$ cat src/rtl/core_sequencer.sv
// core_sequencer: multi-cycle FETCH/DECODE/EXEC/MEM/WB control FSM for the
// non-pipelined core. Runs ifetch/dmem req-ack handshakes, gates regfile,
// PC and memory writes, and handles BRK (debug halt) and SYS (ecall) traps.
//
// Ports:
//   i_clk, i_rstn     clock, asynchronous active-low reset
//   i_ctrlSigs[12:0]  decoder word [12]BRK [11]SYS [10:7]ALU_OP [6]EXEC_A
//                     [5]EXEC_B [4]MEM_W [3]REG_W [2]MEM2REG [1]BRA [0]JMP
//   i_ifetchAck       instruction memory ack
//   i_dmemAck         data memory ack
//   i_haltReq         external halt request (level, sampled in IDLE/WB)
//   i_resume          leave HALT (pulse)
//   i_ecallAck        ecall serviced
//   o_ifetchReq       fetch request
//   o_irLoad          latch fetched instruction (FETCH & i_ifetchAck)
//   o_dmemReq         data memory request
//   o_dmemWe          data memory write enable
//   o_regWe           register file write strobe
//   o_pcUpdate        commit next PC
//   o_retire          instruction retired
//   o_ctrlLat[12:0]   control word latched in DECODE
//   o_halted          core in HALT
//   o_ecall           ecall pending
//   o_busErr          bus timeout flag
//
// Optional feature: define SEQ_BUS_TIMEOUT_EN to enable the bus-ack
// watchdog (limit TIMEOUT_CYCLES). Without it o_busErr stays 0.

module core_sequencer #(
    parameter int TIMEOUT_CYCLES = 255
) (
    input  logic        i_clk,
    input  logic        i_rstn,
    input  logic [12:0] i_ctrlSigs,
    input  logic        i_ifetchAck,
    input  logic        i_dmemAck,
    input  logic        i_haltReq,
    input  logic        i_resume,
    input  logic        i_ecallAck,
    output logic        o_ifetchReq,
    output logic        o_irLoad,
    output logic        o_dmemReq,
    output logic        o_dmemWe,
    output logic        o_regWe,
    output logic        o_pcUpdate,
    output logic        o_retire,
    output logic [12:0] o_ctrlLat,
    output logic        o_halted,
    output logic        o_ecall,
    output logic        o_busErr
);

    localparam int B_BRK   = 12;
    localparam int B_SYS   = 11;
    localparam int B_MEMW  = 4;
    localparam int B_REGW  = 3;
    localparam int B_M2R   = 2;

    typedef enum logic [2:0] {
        S_IDLE,
        S_FETCH,
        S_DECODE,
        S_EXEC,
        S_MEM,
        S_WB,
        S_HALT,
        S_SYS
    } state_t;

    typedef enum logic [1:0] {
        C_EXT,
        C_BRK,
        C_BUS
    } cause_t;

    state_t      state_q;
    state_t      state_d;
    cause_t      cause_q;
    cause_t      cause_d;
    logic [12:0] ctrl_d;
    logic        limit_hit;
    logic        bus_to;

`ifdef SEQ_BUS_TIMEOUT_EN
    localparam int CW = (TIMEOUT_CYCLES > 1) ?
                        $clog2(TIMEOUT_CYCLES + 1) : 1;
    localparam logic [CW-1:0] LIMIT = CW'(TIMEOUT_CYCLES - 1);

    logic [CW-1:0] cnt_q;

    // Counts waiting cycles of the current FETCH/MEM visit; any state
    // change restarts it, so each entry begins a fresh transaction.
    always_ff @(posedge i_clk or negedge i_rstn) begin
        if (!i_rstn) begin
            cnt_q <= '0;
        end else if (state_d != state_q) begin
            cnt_q <= '0;
        end else if (state_q == S_FETCH || state_q == S_MEM) begin
            cnt_q <= cnt_q + 1'b1;
        end
    end

    assign limit_hit = (cnt_q == LIMIT);
`else
    // Never true: the watchdog is absent, waits are unbounded.
    assign limit_hit = (TIMEOUT_CYCLES < 0);
`endif

    assign o_irLoad = (state_q == S_FETCH) & i_ifetchAck;

    always_comb begin
        state_d = state_q;
        cause_d = cause_q;
        ctrl_d  = o_ctrlLat;
        bus_to  = 1'b0;
        unique case (state_q)
            S_IDLE: begin
                if (i_haltReq) begin
                    state_d = S_HALT;
                    cause_d = C_EXT;
                end else begin
                    state_d = S_FETCH;
                end
            end
            S_FETCH: begin
                // An ack on the limit cycle wins over the timeout.
                if (i_ifetchAck) begin
                    state_d = S_DECODE;
                end else if (limit_hit) begin
                    state_d = S_HALT;
                    cause_d = C_BUS;
                    bus_to  = 1'b1;
                end
            end
            S_DECODE: begin
                ctrl_d = i_ctrlSigs;
                if (i_ctrlSigs[B_BRK]) begin
                    state_d = S_HALT;
                    cause_d = C_BRK;
                end else if (i_ctrlSigs[B_SYS]) begin
                    state_d = S_SYS;
                end else begin
                    state_d = S_EXEC;
                end
            end
            S_EXEC: begin
                if (o_ctrlLat[B_MEMW] | o_ctrlLat[B_M2R]) begin
                    state_d = S_MEM;
                end else begin
                    state_d = S_WB;
                end
            end
            S_MEM: begin
                if (i_dmemAck) begin
                    state_d = S_WB;
                end else if (limit_hit) begin
                    state_d = S_HALT;
                    cause_d = C_BUS;
                    bus_to  = 1'b1;
                end
            end
            S_WB: begin
                if (i_haltReq) begin
                    state_d = S_HALT;
                    cause_d = C_EXT;
                end else begin
                    state_d = S_FETCH;
                end
            end
            S_HALT: begin
                // A BRK retires on resume; other causes refetch.
                if (i_resume) begin
                    if (cause_q == C_BRK) begin
                        state_d = S_WB;
                    end else begin
                        state_d = S_FETCH;
                    end
                end
            end
            S_SYS: begin
                if (i_ecallAck) begin
                    state_d = S_WB;
                end
            end
            default: begin
                state_d = S_IDLE;
            end
        endcase
    end

    // Outputs are decoded from the next state so they are registered yet
    // line up with the state they describe.
    always_ff @(posedge i_clk or negedge i_rstn) begin
        if (!i_rstn) begin
            state_q     <= S_IDLE;
            cause_q     <= C_EXT;
            o_ctrlLat   <= '0;
            o_ifetchReq <= 1'b0;
            o_dmemReq   <= 1'b0;
            o_dmemWe    <= 1'b0;
            o_regWe     <= 1'b0;
            o_pcUpdate  <= 1'b0;
            o_retire    <= 1'b0;
            o_halted    <= 1'b0;
            o_ecall     <= 1'b0;
            o_busErr    <= 1'b0;
        end else begin
            state_q     <= state_d;
            cause_q     <= cause_d;
            o_ctrlLat   <= ctrl_d;
            o_ifetchReq <= (state_d == S_FETCH);
            o_dmemReq   <= (state_d == S_MEM);
            o_dmemWe    <= (state_d == S_MEM) & ctrl_d[B_MEMW];
            o_regWe     <= (state_d == S_WB) & ctrl_d[B_REGW];
            o_pcUpdate  <= (state_d == S_WB);
            o_retire    <= (state_d == S_WB);
            o_halted    <= (state_d == S_HALT);
            o_ecall     <= (state_d == S_SYS);
            if (state_q == S_HALT && i_resume) begin
                o_busErr <= 1'b0;
            end else if (bus_to) begin
                o_busErr <= 1'b1;
            end
        end
    end

endmodule

$ cat config.mk
export PLATFORM = sky130hd
export DESIGN_NAME = core_sequencer
export DESIGN_NICKNAME = d
export VERILOG_FILES = /design/src/rtl/core_sequencer.sv
export SDC_FILE = /design/constraint.sdc
export NUM_CORES = 1
export LEC_CHECK = 0
export BUFFER_PORTS_ARGS = -buffer_cell sky130_fd_sc_hd__buf_4
export CAP_MARGIN = 20
export CELL_PAD_IN_SITES_DETAIL_PLACEMENT = 1
export CELL_PAD_IN_SITES_GLOBAL_PLACEMENT = 2
export CORE_ASPECT_RATIO = 1.2
export CORE_UTILIZATION = 27
export DETAILED_ROUTE_END_ITERATION = 10
export HOLD_SLACK_MARGIN = 0.12
export PLACE_DENSITY = 0.78
export SLEW_MARGIN = 20
export SYNTH_ARGS = -nofsm -noshare
export SYNTH_HDL_FRONTEND = slang
export SYNTH_SLANG_ARGS = --single-unit
$ cat constraint.sdc
create_clock -name i_clk -period 1.4 [get_ports i_clk]
set_input_delay 0.14 -clock i_clk [delete_from_list [all_inputs] [get_ports i_clk]]
set_output_delay 0.14 -clock i_clk [all_outputs]
set_load 0.01 [all_outputs]
======== Yosys cells after proc, flatten, opt, wreduce, memory -nomap -nowiden ========
Index checks and enable logic that the tools add are counted.
operators by class
  equal/unequal tests ..................... 15
  muxes and demuxes ....................... 15
  bitwise operators ....................... 4
  reduce and logical (&&, ||, !) cells .... 5
operator list
  operator            number
  $eq 3x3->1 const B  8
  $mux 3              8
  $pmux 3 s7          1
  $eq 3x1->1 const B  2
  $eq 3x2->1 const B  2
  $mux 5              1
  $mux 2              2
  $pmux 2 s2          1
  $and 1x1->1         3
  $logic_not 3->1     1
  $reduce_and 3->1    1
  $eq 2x1->1 const B  1
  $mux 1              2
  $ne 2x1->1 const B  1
  $ne 2x2->1 const B  1
  $reduce_bool 2->1   1
  $reduce_or 2->1     1
  $logic_and 1x1->1   1
  $or 1x1->1          1
word-level totals
  bits in registers ....................... 26
  bits of input ports ..................... 20
  output and inout bits ................... 23
  logic and storage cells ................. 51

======== Depth between registers and ports, before layout ========
Gate-level depths: netlist of the first run.
  word-level depth ........................ 6
  depth in mapped cells ................... 5

======== Worst setup path before layout of the first run ========
Ideal clock, no wire load.
  path kind ............................... reg2reg
  from .................................... register state_q[0]
  to ...................................... register o_ctrlLat[0]
  data arrival time ....................... 1.337 ns
  data required time ...................... 1.275 ns
  path slack .............................. -0.062 ns
  cell stages (with the launch flop) ...... 6
  buffers on the path ..................... 2
  path through ............................ dfrtp_1 buf_4 nor2b_4 and2b_1 buf_4 mux2_2
between the ends
  longest elaborated chain between the ends .. 1
ends and longest elaborated chain
  item                    RTL line  source
  from (decl)             76        state_t state_q;
  from (signal assigned)  208       state_q <= state_d;
  $eq 3x2->1              116       unique case (state_q)
  to (signal assigned)    210       o_ctrlLat <= ctrl_d;
  to (decl)               47        output logic [12:0] o_ctrlLat,
No other way between the ends.
A chain may end at the register's enable or synchronous reset.

======== Final worst setup path of the first run ========
  from .................................... register state_q[1]
  to ...................................... register o_dmemWe
RTL lines
  item                  RTL line  source
  $eq 3x2->1            116
  $mux 5                116
  via ctrl_d[4]         80        logic [12:0] ctrl_d;
  $and 1x1->1           213       o_dmemWe <= (state_d == S_MEM) & ctrl_d[B_MEMW];
  to (signal assigned)  213
  to (decl)             43        output logic o_dmemWe,
The timed path passes the listed nets, and every way through them passes these cells.

==> results.toml, run 1 <==
[run_status]
outcome = "finished, violations left"
violations = "negative setup slack"

[synthesis]
yosysUniqueCellTypes = 30
synth-adder-area-share_pct = 0
ys_seq_area_share_pct = 55.17
ys_warn_count = 0
synth_fp_nets = 101
netlist_area_um2 = 1089
synth_area_leaders = "dfrtp_1 (55%), mux2_2 (12%), nand2b_1 (3.4%)"
synth_compound_gate_area_share_pct = 9.540
ys_ff_latch = 24
synth_flop_cell = "dfrtp_1"
synth.largest_area_cell = "dfrtp_1"
synthMostInstantiatedCell = "dfrtp_1"
synth_edf_count = 0
synth_top_family_by_area = "simple AND/OR/NAND/NOR gates"
synth.area.mux_share_pct = 13.33
synth-simple-area-share_pct = 16.67
yosys-top-cells-count = "dfrtp_1 (24), mux2_2 (12), nand2b_1 (6), buf_4 (4)"
syn_avg_cell_area_um2 = 13.44
netlist_instances = 81
synth_xor_area_share_pct = 0
async_reset_ff_share_pct = 100.0
netlist.area_leader.share_pct = 55.17

[flow_run]
drv_cap = 0

[critical_path]
crit_fanout = 5
reg2reg_depth = 4
cp_data_arrival_time_ps = 1630
worstSetupPathType = "register to register"
critical_path.top_delay_family = "simple AND/OR/NAND/NOR gates"
critical-path-max-stage-delay_ps = 430
rrSetupSlack_ps = -80
required_ps = 1550
rr_startpoint = "state_q[1]"
critPathLaunchType = "register"
critPathSlowestCell = "dfrtp_1"
r2r-end = "o_dmemWe"
crit_chain = "nor2b_4 > and2b_4 > mux2_4 > and3b_1"
critPathBufInv = 0
end_kind = "register"

[die]
initial_core_util_pct = 29.00
die_area_um2 = 4290
core-area_um2 = 3754
die_h_um = 71.56
die_w_um = 59.96
rows = 24
io_pins = 43

[global_routing]
grt_pass1_wl_mm = 4.416
grt_pass1_vias = 929
grt_max_degree = 25
grt.overflow.total = 0
antenna_found_initial = 0
track_usage_pct = 13.82

[clock_network]
clk_path_buf_depth = 2
cts_tree = "built"
path_clk_slew_ps = 80
cts_buffers = 3
cts.sinks = 24
htree_levels = 1
clock_latency_ps = 260
cts_root_buffer = "clkbuf_8"

[power]
p_per_area_nw_per_um2 = 2195
power_frac_comb_pct = 58.5
finalPower_mw = 4.026
p_sw_share_pct = 34.64
p_leak_nw = 0.8656
switchingPower_mw = 1.394
ir_drop_v = 0.0008937
p_int_mw = 2.631
power.share.clock_pct = 9.8
p_seq_share_pct = 31.8

[placement]
pre_cts_slack_ps = -110.5
gp_congestion = 0.8229
placed_area_um2 = 1510
dpl.hpwl_mm = 2.035
io_buffers = 41

[min_path]
hold_end = "o_ctrlLat[3]"
hold_path_startpoint = "i_ctrlSigs[3]"
hold_depth = 3
min_path_type = "primary input to register"

[drt]
drtIter0Drc = 10
drc = 0
drt_pre_antenna_iters = 2
wl_per_cell_um = 14.25
detail-route-antenna-nets = 0
route.vias.total = 861
wl_mm = 2.822
via_per_inst = 4.348

[sta]
max_freq_mhz = 675.0
min_period_ps = 1481
maxSlewViolCount = 0
fin_ws_ps = -81.46
finalCritPeriodShare_pct = 105.8
skew_ps = 3.394
rsz0062_at_grt = "true"
finalSetupViolations = 15
hold_viol_final = 0

[layout]
fill_cells = 388
layout-drive-gt1-share_pct = 63.01
area_growth_pct = 68.51
final_cell_area_um2 = 1834
nNetsFinal = 168
antenna_cells = 0
## state kept, by name (all words and copies together) (netlist names)
register and flops:
o_ecall 1, o_halted 1, o_dmemWe 1, o_regWe 1
o_ctrlLat 13, o_dmemReq 1, state_q 3, o_ifetchReq 1
o_retire 1, cause_q 1
## cell usage in the layout, fill, tap and decap left out, types with 3 or more instances in the layout
cell / netlist / final
buf_4: 4 / 50
buf_6: 1 / 7
clkbuf_8: 0 / 3
dfrtp_1: 24 / 22
dlygate4sd3_1: 0 / 11
mux2_2: 12 / 6
mux2_4: 0 / 6
nand2b_1: 6 / 4
nor2_1: 3 / 3
nor2b_2: 1 / 3
o21ai_0: 3 / 3
## routing by layer
layer  track usage [%]  wire length (µm)  up-vias
met4             2.326                 0        0
met1             18.42              1166      428
met3             2.708               112        0
li1                  -                 -      409
met2             23.33              1543       24
met5                 0                 0        -
## power groups by stage
stage,sequential (mW),clock [mW],combinational [mW]
5_1_grt,1.33,0.438,2.52
4_1_cts,1.26,0.415,2.07
2_1_floorplan,1.30,0,0.977
3_3_place_gp,1.24,0,1.79
6_report,1.28,0.394,2.35
3_5_place_dp,1.26,0,1.85
## worst reg2reg max path, stage by stage, from the launching register on
cell and delay [ps]:
dfrtp_1 430, nor2b_4 220, and2b_4 230, mux2_4 310
and3b_1 180
## logic make-up after synthesis
kind of cell	after synthesis
and+or+nand+nor	24
buffers and inverters	8
AOI/OAI and AO/OA	11
DFF	24
muxes	13
other	1
## metrics by stage
stage | hold WS, ps | utilization, % | setup TNS, ps | std cells
floorplan | -155.6 | - | -23.75 | 81
global placement | 56.14 | 40.23 | -415.3 | 180
detailed placement | 57.41 | 40.23 | -953.3 | 180
CTS | 136.5 | 46.37 | -691.9 | 197
global route | 134.8 | 48.87 | -1884 | 198
finish | 130.3 | 48.87 | -736.1 | 198
## worst max-delay path by stage
stage,to,from,depth (start not counted),slack [ps]
global route,o_dmemWe,state_q[1],4,-150
detailed placement,o_dmemWe,state_q[2],4,-110
finish,o_dmemWe,state_q[1],4,-80
floorplan,o_dmemWe,state_q[1],5,-20
global placement,o_dmemWe,state_q[0],4,-40
CTS,o_dmemWe,state_q[2],4,-80
## final cells by class
cell class	instances	area [µm²]	share of cell area [%]
Clock buffer	3	41.29	2.251
Multi-Input combinational cell	49	553.0	30.15
Tap cell	52	65.06	3.547
Timing Repair Buffer	68	564.3	30.76
Sequential cell	24	603.1	32.88
Inverter	2	7.507	0.4093
## what timing repair did
action | 4_1_cts | 5_1_grt
setup buffers | 3 | 1
gates resized for setup | 15 | 15
hold endpoints to repair | 34 | 0
setup endpoints to repair | 19 | 20
pin swaps | 2 | 8
hold buffers | 11 | 0
No activity file was read; power rests on OpenSTA's default activity.
==> inputs of run 2 (changes only) <==
--- a/config.mk
+++ b/config.mk
@@ -13,7 +13,8 @@
 export CORE_UTILIZATION = 27
 export DETAILED_ROUTE_END_ITERATION = 10
 export HOLD_SLACK_MARGIN = 0.12
-export PLACE_DENSITY = 0.78
+export PLACE_DENSITY_LB_ADDON = 0.12
+export SKIP_CTS_REPAIR_TIMING = 1
 export SLEW_MARGIN = 20
 export SYNTH_ARGS = -nofsm -noshare
 export SYNTH_HDL_FRONTEND = slang
==> run 2 against run 1 <==
The run still ends with negative setup slack left. Total power down 4.0%. Non-clock buffer count down 2. Clock-buffer cell count up 1. Core utilization down 1.4 points. Sequential power about the same. First-iteration DRC count rose to 3.2 times the previous value. Sequential share of layout area up 0.97 points. Worst setup slack worse by 7.0 ps. Register-to-register slack about the same. Critical endpoint is now o_irLoad. Largest power group unchanged.
==> results.toml, run 2 (synthesized netlist as in run 1, its figures left out) <==
[run_status]
outcome = "finished, violations left"
violations = "negative setup slack"

[sta]
hold_viol_final = 0
timing.setup.tns_ps = -189.4
finalSetupViolations = 9
skew_ps = 0.9644
rsz0062_at_grt = "true"
finalCritPeriodShare_pct = 106.3
hold_slack_ps = 122.6
fin_ws_ps = -88.46
max_freq_mhz = 671.8
min_period_ps = 1488
maxSlewViolCount = 0

[layout]
area_growth_pct = 63.68
largest_reg_flops = 13
antenna_cells = 0
top_register = "o_ctrlLat"
fin_cells = 197
layout_commonest_cell = "buf_4"
nNetsFinal = 166
final_cell_area_um2 = 1782
final_util_pct = 47.47
layout_common_cells = "buf_4 (48), dfrtp_1 (22), mux2_4 (12)"
largest_registers = "o_ctrlLat x13, state_q x3"
layout-drive-gt1-share_pct = 59.31

[global_routing]
antenna_found_initial = 0
grt_pass1_wl_mm = 4.133
grt_pass1_vias = 917
grt_max_degree = 25
grt.overflow.total = 0
track_usage_pct = 12.82

[clock_network]
cts.sinks = 24
cts_tree = "built"
path_clk_slew_ps = 80
clock_latency_ps = 260
cts_root_buffer = "clkbuf_8"
htree_levels = 1
cts_buffers = 3
clk_path_buf_depth = 2

[power]
p_leak_nw = 0.8627
p_per_area_nw_per_um2 = 2170
finalPower_mw = 3.866
ir_drop_v = 0.0008496

[die]
io_pins = 43
die_w_um = 59.96
die_h_um = 71.56
die_area_um2 = 4290
rows = 24
initial_core_util_pct = 29.00
core-area_um2 = 3754

[critical_path]
required_ps = 1260
crit_fanout = 6
end_kind = "primary output"
critPathLaunchType = "register"
cp_data_arrival_time_ps = 1350
worstSetupPathType = "register to primary output"

[flow_run]
drv_cap = 0

[placement]
place_inst = 181
gp_congestion = 0.7101
io_buffers = 41
pre_cts_slack_ps = -109.1
placed_area_um2 = 1518
dpl.hpwl_mm = 1.977

[drt]
wl_per_cell_um = 13.63
detail-route-antenna-nets = 0
route.vias.total = 868
wl_mm = 2.686
via_per_inst = 4.406
drtIter0Drc = 32
drc = 0
drt_pre_antenna_iters = 4

[min_path]
min_path_type = "primary input to register"
[run 2: changes by cell type in the layout (fill, tap and decap cells not counted), moves of 2 or more]
cell / change
mux2_2: -6
nand2b_4: -2
buf_4: -2
mux2_4: +6
nand2b_1: +2
[run 2: area by class of cell]
class                   instances  area, µm²
fillers                       397       1972
repair buffers                 66      550.5
well taps                      52      65.06
clock buffers                   4      55.05
flip-flops and latches         24      603.1
multi-input cells              49      500.5
inverters                       2      7.507
[run 2: per-layer routing]
layer | global-route usage (%) | wire length (µm) | up-vias
met5 | 0 | 0 | -
met4 | 5.426 | 29 | 0
met3 | 3.069 | 164 | 4
met2 | 21.60 | 1414 | 30
met1 | 15.30 | 1078 | 431
li1 | - | - | 403
[run 2: critical path: stages, from the launching register on]
cell and delay [ps]:
dfrtp_2 480, buf_6 150, and4bb_2 230, buf_6 120, buf_6 110
[run 2: final timing paths]
kind                               start            end  slack [ps]  cells after the start
setup / recovery              state_q[0]       o_irLoad         -90                      4
max in group asynchronous         i_rstn     state_q[0]         840                      2
hold / removal             i_ctrlSigs[4]   o_ctrlLat[4]         120                      2
min in group asynchronous         i_rstn   o_ctrlLat[5]         300                      2
setup reg to reg              state_q[0]       o_dmemWe         -70                      4
hold reg to reg            o_ctrlLat[11]  o_ctrlLat[11]         520                      1
[run 2: power breakdown]
part / internal, mW / leakage [nW] / switching (mW)
clock: 0.251 / 0.0288 / 0.213
sequential: 1.03 / 0.294 / 0.238
combinational: 1.31 / 0.540 / 0.829
total: 2.59 / 0.863 / 1.28
